[src/rtl/alu_op_feeder.sv]
// alu_op_feeder: buffers (function, operand) ops in a small FIFO and, on
// Start, issues them to the 4-bit ALU one per cycle on registered outputs.
// While not issuing, the ALU hold opcode (2'b11) is driven with operand 0.
// Optional feature macro: ALU_FEEDER_PAUSE_EN adds a Pause input that stalls
// issuing while in RUN.
module alu_op_feeder #(
  parameter int DEPTH = 4,
  parameter int CNT_W = 4
) (
  input  logic             Clock,
  input  logic             Reset_b,
  input  logic             In_valid,
  input  logic [3:0]       In_data,
  input  logic [1:0]       In_func,
  output logic             In_ready,
  input  logic             Start,
  output logic [3:0]       Data,
  output logic [1:0]       Function,
  output logic             Busy,
  output logic             Done,
  output logic [CNT_W-1:0] Op_count
`ifdef ALU_FEEDER_PAUSE_EN
  ,
  input  logic             Pause
`endif
);

  localparam int PW = $clog2(DEPTH);

  typedef enum logic [1:0] {
    ST_IDLE,
    ST_RUN,
    ST_DONE
  } state_t;

  state_t state, next_state;

  logic [5:0]    mem [DEPTH];
  logic [PW-1:0] wr_ptr, rd_ptr;
  logic [PW:0]   count;
  logic          full, empty, push, pop, start_acc, paused;
  logic [3:0]    next_data;
  logic [1:0]    next_func;

`ifdef ALU_FEEDER_PAUSE_EN
  assign paused = Pause;
`else
  assign paused = 1'b0;
`endif

  assign full      = (count == (PW+1)'(DEPTH));
  assign empty     = (count == '0);
  assign In_ready  = !full;
  // Full FIFO refuses a push even when it pops in the same cycle.
  assign push      = In_valid && !full;
  assign pop       = (state == ST_RUN) && !empty && !paused;
  assign start_acc = (state == ST_IDLE) && Start;
  assign Busy      = (state == ST_RUN);
  assign Done      = (state == ST_DONE);

  // Next state and next ALU operand/function; hold opcode unless popping.
  always_comb begin
    next_state = state;
    next_data  = 4'h0;
    next_func  = 2'b11;
    case (state)
      ST_IDLE: if (Start) next_state = ST_RUN;
      ST_RUN: begin
        if (!paused) begin
          if (!empty) {next_func, next_data} = mem[rd_ptr];
          else        next_state = ST_DONE;
        end
      end
      ST_DONE: next_state = ST_IDLE;
      default: next_state = ST_IDLE;
    endcase
  end

  // FIFO storage; contents need no reset.
  always_ff @(posedge Clock) begin
    if (push) mem[wr_ptr] <= {In_func, In_data};
  end

  // FIFO pointers and occupancy.
  always_ff @(posedge Clock) begin
    if (Reset_b) begin
      wr_ptr <= '0;
      rd_ptr <= '0;
      count  <= '0;
    end else begin
      if (push) wr_ptr <= wr_ptr + 1'b1;
      if (pop)  rd_ptr <= rd_ptr + 1'b1;
      case ({push, pop})
        2'b10:   count <= count + 1'b1;
        2'b01:   count <= count - 1'b1;
        default: count <= count;
      endcase
    end
  end

  // State register, registered ALU outputs and saturating issue counter.
  always_ff @(posedge Clock) begin
    if (Reset_b) begin
      state    <= ST_IDLE;
      Data     <= 4'h0;
      Function <= 2'b11;
      Op_count <= '0;
    end else begin
      state    <= next_state;
      Data     <= next_data;
      Function <= next_func;
      if (start_acc)                    Op_count <= '0;
      else if (pop && Op_count != '1)   Op_count <= Op_count + 1'b1;
    end
  end

endmodule
[config.mk]
export PLATFORM = sky130hd
export DESIGN_NAME = alu_op_feeder
export DESIGN_NICKNAME = d
export VERILOG_FILES = /design/src/rtl/alu_op_feeder.sv
export SDC_FILE = /design/constraint.sdc
export NUM_CORES = 1
export LEC_CHECK = 0
export BUFFER_PORTS_ARGS = -buffer_cell sky130_fd_sc_hd__buf_2
export CAP_MARGIN = 40
export CORE_UTILIZATION = 39
export CTS_BUF_LIST = sky130_fd_sc_hd__clkbuf_4
export DETAILED_ROUTE_END_ITERATION = 6
export SLEW_MARGIN = 10
export SYNTH_ARGS = -nofsm -noshare
export SYNTH_HDL_FRONTEND = slang
export SYNTH_SLANG_ARGS = --single-unit
[constraint.sdc]
create_clock -name Clock -period 2.5 [get_ports Clock]
set_input_delay 0.25 -clock Clock [delete_from_list [all_inputs] [get_ports Clock]]
set_output_delay 0.25 -clock Clock [all_outputs]
set_load 0.01 [all_outputs]
==> impl_metrics.csv <==
group,metric,value,unit
power,p_int,1.04,mW
route,post-route-drc-count,0,
yosys,synth-compound-area-share,0.0621,
clock_tree,clk_path_buf_depth,2,
global_routing,grtUsageTotal,0.130,
die,num_rows,24,
route,dr.pass1.iters,4,
cells_and_area,syn_to_final_growth,12.3,%
run_status,outcome,"finished clean",
yosys,synth_top_family_by_area,"simple AND/OR/NAND/NOR gates",
yosys,yosysUniqueCellTypes,35,
setup_path,required,2.77,ns
timing,post-route-period-util,0.919,
yosys,synth-simple-area-share,0.136,
route,post_drt_wl_per_cell,13.9,um
clock_tree,cts_root_buffer,"clkbuf_4",
min_path,worstHoldStart,"In_data[1]",
cells_and_area,drive_gt1_frac,0.303,
timing,fin_skew,0.0111,ns
min_path,hp-class,"input pin to flip-flop",
timing,slew_headroom,0.644,
global_routing,grt_antenna_before_repair,0,
timing,min_period,2.30,ns
yosys,synthMuxAreaShare,0.0874,
power,power.total,1.45,mW
placement,dp_hpwl,1.96,mm
cells_and_area,diodes,0,
setup_path,startpoint_type,"flip-flop",
clock_tree,post_cts_buffers,0,
timing,fin_setup_tns,0,ns
power,p_seq_frac,0.583,
yosys,synth.avg_cell_area,14.1,sq um
global_routing,grt_first_pass_wirelength,4.82,mm
cells_and_area,fillers,403,
yosys,yosysSeqAreaShare,0.621,
timing,setup_ws,0.203,ns
placement,post_dp_cell_area,1930,sq um
power,netSwitchingFraction,0.279,
timing,hold_viol,0,
power,power.leakage,0.738,nW
setup_path,critPathKind,"flip-flop to flip-flop",
die,start_util,0.407,
route,dr.first_iter.drc_count,27,
yosys,syn_nets,143,
clock_tree,clk-insertion-delay-late,0.35,ns
setup_path,r2r-start,"count[0]",
yosys,synth_edf_count,24,
setup_path,crit_arrival,2.57,ns
die,die_x,69.5,um
yosys,synth_top_area_share,0.406,
timing,max_slew.worst_pin.slew,0.533,ns
die,dieHeight,69.5,um
flow_run,cap_violations,0,
die,ios,23,
yosys,synthTopCellsByCount,"edfxtp_1, dfxtp_1, inv_1",
power,vdd_drop_max,258,uV
clock_tree,htreeDepth,2,
clock_tree,cts_resized,0,
setup_path,end_kind,"flip-flop",
timing,finalSetupViolCount,0,
global_routing,grt_pass1_vias,1012,
global_routing,grt_max_degree,17,
clock_tree,clock_sink_count,43,
yosys,synth-seq-cells,43,
power,p_sw,404,uW
setup_path,crit_fanout,5,
placement,port_buffers,22,
die,core-area,4350,sq um
placement,globalplace.congestion,0.716,
power,pwr-share-clk,0.237,
yosys,netlist_top_cells_area,"edfxtp_1, dfxtp_1, mux4_2, ha_1, nor2b_1",
timing,slew_violations,0,
clock_tree,path_clk_slew,0.12,ns
timing,hold_slack,0.107,ns
yosys,synth_warnings,0,
clock_tree,hold_buffers,0,
yosys,synth_ff_type,"edfxtp_1",
power,p_comb_frac,0.180,
die,dieArea,4820,sq um
timing,rsz0062_at_grt,"no",
clock_tree,cts_buffers,5,
yosys,synth_fa_ha_area_frac,0.0536,
clock_tree,cts_tree,"yes",
yosys,synth.most_common_cell,"edfxtp_1",
setup_path,cp-startpoint,"count[0]",
route,avgViaCountPerCell,5.01,
setup_path,rrSetupSlack,0.20,ns
yosys,synth_area,1770,sq um
placement,post-place-ws,0.250,ns
yosys,synth_xor_area_frac,0.00987,
route,vias,1022,
timing,max_freq,0.435,GHz
global_routing,grt_overflow,0,
power,powerDensity,727,nW/um^2
yosys,synth_area_leader_cell,"edfxtp_1",
route,wirelength,2.83,mm
cells_and_area,fin_nets,168,
route,final_antenna_net_count,0,
yosys,syn_inst,126,
cells_and_area,fin_area,1990,sq um
yosys,async_flop_share,0,
power by group through the flow:
stage / clock [mW] / combinational (mW) / sequential, mW
finish: 0.343 / 0.260 / 0.844
global route: 0.391 / 0.290 / 0.855
CTS: 0.353 / 0.261 / 0.845
detailed placement: 0 / 0.260 / 0.861
global placement: 0 / 0.256 / 0.856
floorplan: 0 / 0.208 / 0.844
metal layers:
| layer | part of all wire | vias to the layer above | track usage |
|---|---|---|---|
| met1 | 0.47 | 478 | 0.163 |
| met4 | 0.018 | 0 | 0.0680 |
| met2 | 0.46 | 24 | 0.208 |
| met5 | 0 | - | 0 |
| met3 | 0.048 | 5 | 0.0320 |
| li1 | - | 515 | - |
worst paths after layout:
path	cells past startpoint	end
worst max-delay path	8	count[2]
worst min-delay path	1	mem[2][1]
worst max register to register	8	count[2]
worst min register to register	2	count[2]
stage by stage:
step                cells   util
detailed placement    196  0.443
CTS                   204  0.457
global placement      196  0.443
finish                204  0.457
floorplan             126      -
global route          204  0.457
critical path: stages (launching register included):
cell and delay [ns]:
dfxtp_1 0.38, or3b_1 0.41, nand2_1 0.10, ha_1 0.19, inv_1 0.06, fa_1 0.37
xor2_1 0.16, or3_2 0.41, a21oi_1 0.17
state kept, by name, summed over array words and instances, names as in the netlist:
signal and flops:
wr_ptr 2, Function 2, count 3, state 2, mem 24, Data 4
Op_count 4, rd_ptr 2
cells in the final DEF (no fill, tap or decap), types with 2 or more instances in the layout:
master	count
clkbuf_4	6
dfxtp_1	18
nand2b_1	2
nand3b_1	3
mux2i_1	2
inv_1	7
a31oi_1	2
a311oi_1	3
or2_1	2
edfxtp_1	24
mux4_2	6
ha_1	6
xor2_1	2
a21o_1	2
nor2b_1	6
nor3_1	2
nor2_1	4
a21oi_2	2
nand2_1	2
and3_1	5
a21oi_1	3
or3b_1	2
o21ai_0	3
buf_2	22
nand3_1	2
or3_4	2
cell type report:
| class | count | area [sq um] | share of cell area |
|---|---|---|---|
| clock inverters | 2 | 13.8 | 0.00691 |
| clock buffers | 6 | 45.0 | 0.0226 |
| well taps | 52 | 65.1 | 0.0327 |
| repair buffers | 23 | 118 | 0.0590 |
| inverters | 7 | 26.3 | 0.0132 |
| multi-input cells | 71 | 622 | 0.312 |
| flip-flops and latches | 43 | 1100 | 0.553 |
kinds of logic after synthesis:
| kind of cell | after synthesis |
|---|---|
| DFF | 43 |
| adders and majority gates | 7 |
| AOI/OAI and AO/OA | 16 |
| muxes | 8 |
| xor gates and xnor gates | 2 |
| buffers and inverters | 12 |
| and+or+nand+nor | 38 |
No activity file was read; power rests on OpenSTA's default activity.
